==> src/rtl/run_detector_if.sv <==
// Bundle of serial input, controls and detector outputs shared by the detector and its driver.
// Optional match counter is controlled by the RUN_DETECTOR_COUNT_EN macro in run_detector.sv.
interface run_detector_if #(
  parameter int unsigned RUN_LEN = 2,
  parameter int unsigned CNT_W   = 8
);
  localparam int unsigned CW = $clog2(RUN_LEN + 1);
  localparam int unsigned SW = CW + 1;

  logic             w;
  logic             en;
  logic             mode;
  logic             z;
  logic             z0;
  logic             z1;
  logic [SW-1:0]    state_leds;
  logic [CNT_W-1:0] match_count;

  // Driver side: supplies the bit stream and controls, observes results
  modport master (
    output w, en, mode,
    input  z, z0, z1, state_leds, match_count
  );

  // Detector side
  modport slave (
    input  w, en, mode,
    output z, z0, z1, state_leds, match_count
  );
endinterface

==> src/rtl/run_detector.sv <==
// Moore run-length detector: flags RUN_LEN equal consecutive enabled samples of w.
// Optional saturating detection counter is built when RUN_DETECTOR_COUNT_EN is defined;
// otherwise match_count is tied to zero.
module run_detector #(
  parameter int unsigned RUN_LEN = 2,
  parameter int unsigned CNT_W   = 8
) (
  input  logic         clk,
  input  logic         reset,
  run_detector_if.slave bus
);
  localparam int unsigned CW = $clog2(RUN_LEN + 1);
  localparam int unsigned SW = CW + 1;
  localparam logic [CW-1:0] FULL_CNT = CW'(RUN_LEN);
  localparam logic [CW-1:0] ONE_CNT  = CW'(1);

  logic          last_q, last_d;
  logic [CW-1:0] run_cnt_q, run_cnt_d;
  logic          z0_q, z0_d;
  logic          z1_q, z1_d;
  logic          z_q, z_d;
  logic          full_q, full_d;
  logic          bad_enc;

  // Encodings above RUN_LEN exist only when CW has spare codes
  if ((2 ** CW) - 1 > RUN_LEN) begin : g_bad_enc
    assign bad_enc = (run_cnt_q > FULL_CNT);
  end else begin : g_no_bad_enc
    assign bad_enc = 1'b0;
  end

  assign full_q = (run_cnt_q == FULL_CNT);
  assign full_d = (run_cnt_d == FULL_CNT);

  // State register with synchronous active-low reset
  always_ff @(posedge clk) begin
    if (!reset) begin
      last_q    <= 1'b0;
      run_cnt_q <= '0;
    end else begin
      last_q    <= last_d;
      run_cnt_q <= run_cnt_d;
    end
  end

  // Next-state: start/extend/restart the run on enabled samples
  always_comb begin
    last_d    = last_q;
    run_cnt_d = run_cnt_q;
    if (bad_enc) begin
      last_d    = 1'b0;
      run_cnt_d = '0;
    end else if (bus.en) begin
      if ((run_cnt_q == '0) || (bus.w != last_q)) begin
        last_d    = bus.w;
        run_cnt_d = ONE_CNT;
      end else if (!full_q) begin
        run_cnt_d = run_cnt_q + ONE_CNT;
      end else if (bus.mode) begin
        run_cnt_d = ONE_CNT;
      end
    end
  end

  // Output decode from the state being entered, so flags register alongside it
  always_comb begin
    z0_d = full_d & ~last_d;
    z1_d = full_d &  last_d;
    z_d  = full_d;
  end

  // Output flags register
  always_ff @(posedge clk) begin
    if (!reset) begin
      z0_q <= 1'b0;
      z1_q <= 1'b0;
      z_q  <= 1'b0;
    end else begin
      z0_q <= z0_d;
      z1_q <= z1_d;
      z_q  <= z_d;
    end
  end

  assign bus.z0         = z0_q;
  assign bus.z1         = z1_q;
  assign bus.z          = z_q;
  assign bus.state_leds = SW'({last_q, run_cnt_q});

`ifdef RUN_DETECTOR_COUNT_EN
  logic [CNT_W-1:0] count_q, count_d;

  // Count entries into FULL, saturating at all-ones
  always_comb begin
    count_d = count_q;
    if (full_d && !full_q && (count_q != {CNT_W{1'b1}})) begin
      count_d = count_q + CNT_W'(1);
    end
  end

  // Match counter register
  always_ff @(posedge clk) begin
    if (!reset) begin
      count_q <= '0;
    end else begin
      count_q <= count_d;
    end
  end

  assign bus.match_count = count_q;
`else
  assign bus.match_count = '0;
`endif

endmodule

==> src/flat_wrapper.sv <==
// flat-port wrapper written by rule: the top's interface ports become plain ports
module run_detector_flat 
#(
  parameter int unsigned RUN_LEN = 2,
  parameter int unsigned CNT_W   = 8
)
  (clk, reset, bus_w, bus_en, bus_mode, bus_z, bus_z0, bus_z1, bus_state_leds, bus_match_count);
  run_detector_if #(.RUN_LEN(RUN_LEN), .CNT_W(CNT_W)) bus_i ();
  input  logic clk;
  input  logic reset;
  input wire logic [$bits(bus_i.w)-1:0] bus_w;
  input wire logic [$bits(bus_i.en)-1:0] bus_en;
  input wire logic [$bits(bus_i.mode)-1:0] bus_mode;
  output wire logic [$bits(bus_i.z)-1:0] bus_z;
  output wire logic [$bits(bus_i.z0)-1:0] bus_z0;
  output wire logic [$bits(bus_i.z1)-1:0] bus_z1;
  output wire logic [$bits(bus_i.state_leds)-1:0] bus_state_leds;
  output wire logic [$bits(bus_i.match_count)-1:0] bus_match_count;
  assign bus_i.w = bus_w;
  assign bus_i.en = bus_en;
  assign bus_i.mode = bus_mode;
  assign bus_z = bus_i.z;
  assign bus_z0 = bus_i.z0;
  assign bus_z1 = bus_i.z1;
  assign bus_state_leds = bus_i.state_leds;
  assign bus_match_count = bus_i.match_count;
  run_detector #(.RUN_LEN(RUN_LEN), .CNT_W(CNT_W)) u_core (.clk(clk), .reset(reset), .bus(bus_i));
endmodule
==> config.mk <==
export PLATFORM = sky130hd
export DESIGN_NAME = run_detector_flat
export DESIGN_NICKNAME = d
export VERILOG_FILES = /design/src/rtl/run_detector_if.sv /design/src/rtl/run_detector.sv /design/src/flat_wrapper.sv
export SDC_FILE = /design/constraint.sdc
export NUM_CORES = 1
export LEC_CHECK = 0
export CORE_AREA = 5 5 42 44
export CTS_CLUSTER_DIAMETER = 120
export CTS_CLUSTER_SIZE = 10
export DETAILED_ROUTE_END_ITERATION = 16
export DIE_AREA = 0 0 47 49
export PLACE_DENSITY = 0.66
export SETUP_SLACK_MARGIN = 0.15
export SYNTH_ARGS = -nofsm -noshare
export SYNTH_HDL_FRONTEND = slang
export SYNTH_SLANG_ARGS = --single-unit
export TNS_END_PERCENT = 20
==> constraint.sdc <==
create_clock -name clk -period 1.8 [get_ports clk]
set_clock_uncertainty 0.05 [all_clocks]
set_input_delay 0.36 -clock clk [delete_from_list [all_inputs] [get_ports clk]]
set_output_delay 0.36 -clock clk [all_outputs]
set_load 0.02 [all_outputs]
After elaboration in Yosys (flattened, before gate mapping). Index checks and enable logic that the tools add are counted.

Bits of input ports: 5. Output and inout bits: 14. Register bits: 6. Logic and storage cells: 23.

Equality and inequality tests: 3. Magnitude comparators: 1. Add/sub/neg operators: 1. Muxes and demuxes: 8. Reduce and logical (&&, ||, !) cells: 2. Bitwise gates (word level): 3.

Operator list (number): $mux W2 (5); $eq A2 B2 Y1 const B (2); $mux W1 (3); $add A2 B1 Y2 const B (1); $and A1 B1 Y1 (2); $gt A2 B2 Y1 const B (1); $logic_not A2 Y1 (1); $logic_or A1 B1 Y1 (1); $ne A1 B1 Y1 (1); $not A1 Y1 (1).

Logic depth before layout (Yosys ltp).
Depth in word-level cells: 7. Gate-level depth with buffers: 3. Mapped depth without buffers: 3.

Worst setup path after synthesis. OpenSTA, ideal clock, no wires.

Kind: flip-flop to flip-flop. From: register u_core.run_cnt_q[0]. To: register u_core.z1_q (netlist: u_core.bus.z1). Buffers on the path: 0. Arrival time: 1069 ps. Clock period less this slack: 1192 ps. Library setup time: 73 ps. Cell stages (with the launch flop): 4. Data required time: 1677 ps. Setup slack: 608 ps. Cells stage by stage: dfxtp_1 > nor2_1 > o31a_1 > nor3b_2.

Longest elaborated chain between the ends: 7. Elaborated cells on any way between the ends: 15. Those cells by class: add/sub: 1; order compare: 1; eq/ne: 2; mux: 8; bitwise: 1; reduce/logical: 2.

RTL lines: from (decl) (line run_detector.sv:18) `logic [CW-1:0] run_cnt_q, run_cnt_d;`; from (signal assigned) (line run_detector.sv:42) `run_cnt_q <= run_cnt_d;`; $add A2 B1 Y2, or another cell as far along (line run_detector.sv:58) `run_cnt_d = run_cnt_q + ONE_CNT;`; $mux W2 / $logic_or A1 B1 Y1 (equally long branches) (line run_detector.sv:57, run_detector.sv:54); $mux W2 (line run_detector.sv:54) `if ((run_cnt_q == '0) || (bus.w != last_q)) begin`; $mux W2 (line run_detector.sv:53) `end else if (bus.en) begin`; $mux W2 (line run_detector.sv:50) `if (bad_enc) begin`; $eq A2 B2 Y1 (line run_detector.sv:33) `assign full_d = (run_cnt_d == FULL_CNT);`; $and A1 B1 Y1 * (line run_detector.sv:68) `z1_d = full_d & last_d;`; to (signal assigned) (line run_detector.sv:80) `z1_q <= z1_d;`; to (decl) (line run_detector.sv:20) `logic z1_q, z1_d;`.

Mark *: on every way between the ends. The rest lies on a longest branch, timed or not. A chain may end at the register's enable or synchronous reset.

Worst setup path in the final report.
From: register u_core.last_q. To: output bus_state_leds[2].

RTL lines: from (decl) (line run_detector.sv:17) `logic last_q, last_d;`; from (signal assigned) (line run_detector.sv:41) `last_q <= last_d;`; to (decl) (line flat_wrapper.sv:17) `output wire logic [$bits(bus_i.state_leds)-1:0] bus_state_leds;`.

No word-level cell between the ends.

==> results <==
cells in the mapped netlist, drive strengths merged:
cell	count	area, um^2
and2	2	12.5
a21oi	2	10.0
nor3b	1	12.5
o21ai	1	5.00
nand2b	1	6.26
o211ai	1	7.51
mux2i	1	10.0
dfxtp	6	120
nor2b	2	12.5
buf	9	67.6
nor2	4	15.0
nor3	1	10.0
conb	1	3.75
nand2	2	7.51
xor2	1	8.76
o31a	1	8.76
routing by layer:
layer / wire (um) / up-vias / share of wire
met5: 0 / - / 0
met4: 0 / 0 / 0
met3: 75 / 0 / 0.13
met2: 250 / 10 / 0.43
met1: 255 / 99 / 0.44
li1: - / 124 / -
power by group through the flow:
stage	registers, uW	clock network [uW]	logic (uW)
after detailed placement	154	0	81.4
after global placement	153	0	80.8
after floorplan	162	0	55.4
after CTS	151	128	80.6
final	151	119	80.1
after global routing	152	134	86.6
path summary, 6_finish.rpt:
check,endpoint,slack (ps),startpoint,depth (start not counted)
setup reg to reg,u_core.bus.z1,630,u_core.last_q,3
hold reg to reg,u_core.run_cnt_q[0],570,u_core.run_cnt_q[0],3
hold / removal,u_core.run_cnt_q[0],570,u_core.run_cnt_q[0],3
setup / recovery,bus_state_leds[2],200,u_core.last_q,1
registers in the layout, summed over array words and instances (netlist names):
register	count
u_core.run_cnt_q	2
u_core.bus.z0	1
u_core.last_q	1
u_core.bus.z1	1
u_core.bus.z	1
worst min-delay path, delay by kind of cell (launching register included):
family          cells  cell delay [ps]
flops               1              360
compound gates      1               60
simple gates        2              170
metrics by stage:
stage                     power (uW)  std cells  hold WS (ps)  utilization  setup WS (ps)
after floorplan                  217         43           432            -            608
after global placement           234         60           554        0.283            162
after detailed placement         235         60           562        0.283            163
after CTS                        360         63           573        0.298           67.2
after global routing             373         63           615        0.300            142
final                            350         63           569        0.300            196
area by class of cell:
cell class              count  share of cell area
multi-input cells          28               0.372
flip-flops and latches      6               0.286
repair buffers             10               0.241
clock buffers               3              0.0536
well taps                  16              0.0476
cell families (layout without fill, tap and decap cells):
| group | Yosys count | count (layout) | share of synthesized area |
|---|---|---|---|
| flip-flops | 6 | 6 | 0.378 |
| other | 1 | 8 | 0.0118 |
| XOR/XNOR | 1 | 1 | 0.0276 |
| multiplexers | 1 | 1 | 0.0315 |
| buffers and inverters | 9 | 13 | 0.213 |
| AO/OA/AOI/OAI | 5 | 5 | 0.0984 |
| AND/OR/NAND/NOR | 13 | 13 | 0.240 |
repair_timing:
item                       4_1_cts  5_1_grt
hold buffers                     0        0
cloned                           0        0
setup endpoints to repair        2        2
gates resized for setup          1        1
==> impl_metrics.json <==
{
  "run_status": "finished, final reports clean",
  "first_global_vias": 223,
  "h-tree-depth": 1,
  "grtUsageMet3": 0.0332,
  "antenna_found_initial": 0,
  "cts_setup_buffers": 0,
  "crit_slowest_cell": "clkdlybuf4s50_1",
  "critical_path_class": "reg -> out",
  "synthCells": 36,
  "setup_viol": 0,
  "ir_drop_mv": 0.215,
  "grt_pass1_wl_um": 890,
  "pin_count": 19,
  "portBuffers": 10,
  "first_pass_iters": 3,
  "mostFrequentLayoutCells": "conb_1 (8), clkdlybuf4s50_1 (8), dfxtp_1 (6)",
  "cts_buffer_depth": 2,
  "swShare": 0.283,
  "hold_viol_final": 0,
  "die_x_um": 47,
  "start_util": 0.227,
  "grt_use_met1": 0.0661,
  "grt_overflow_total": 0,
  "pwr-share-clk": 0.339,
  "die_area_mm2": 0.00230,
  "cap_violations": 0,
  "top_usage_layer": "met2",
  "antenna_cells": 0,
  "cts_tree": "yes",
  "p_int_uw": 251,
  "cpPeakStageDelay_ps": 610,
  "finalCritPeriodShare": 0.891,
  "clk_pin_slew_ps": 40,
  "syn_to_final_growth_pct": 32.3,
  "avgSynthCellArea_um2": 8.83,
  "drive_above_1_share": 0.106,
  "numCtsBuffers": 3,
  "syn_area_um2": 318,
  "gp_congestion": 0.635,
  "leakagePower_uw": 0.000189,
  "hold_class": "reg -> reg",
  "use_met2": 0.0679,
  "fmax_mhz": 623,
  "rsz0062_at_grt": "true",
  "via_per_inst": 3.70,
  "cts_sinks": 6,
  "detail-route-antenna-nets": 0,
  "regArea_um2": 120,
  "powerDensity_mw_per_mm2": 833,
  "root_buffer": "clkbuf_4",
  "drt_iter0_drc": 2,
  "tns_ps": 0,
  "ys_seq_area_frac": 0.378,
  "ys_types": 16,
  "routedWlPerCell_um": 9.22,
  "path_delay_family": "buffers and inverters",
  "die_h_um": 49,
  "cp.arrival_ps": 1190,
  "fp.coreArea_mm2": 0.00140,
  "slew_viol_final": 0,
  "end_kind": "output pin",
  "num_vias": 233,
  "nFillCells": 168,
  "period_minus_slack_ps": 1600,
  "multi_input_area_um2": 156,
  "globalRouteTotalUtil": 0.0571,
  "fin_nets": 54,
  "crit_required_ps": 1390,
  "postLayoutCellArea_um2": 420,
  "synth-seq-cells": 6,
  "p_seq_frac": 0.432,
  "route.detailed.drc": 0,
  "netSwitchingPower_uw": 99.1,
  "grt_max_degree": 9,
  "clock_latency_ps": 240,
  "startpoint_type": "flop",
  "worstPathMaxFanout": 3,
  "crit_chain": "clkdlybuf4s50_1",
  "pwr-share-comb": 0.229,
  "path_buf_inv": 1,
  "placed_area_um2": 397,
  "fp-row-count": 14,
  "routed_wl_um": 581,
  "yosysWarnings": 0
}
Note: power is estimated with default switching activity, not from simulation.
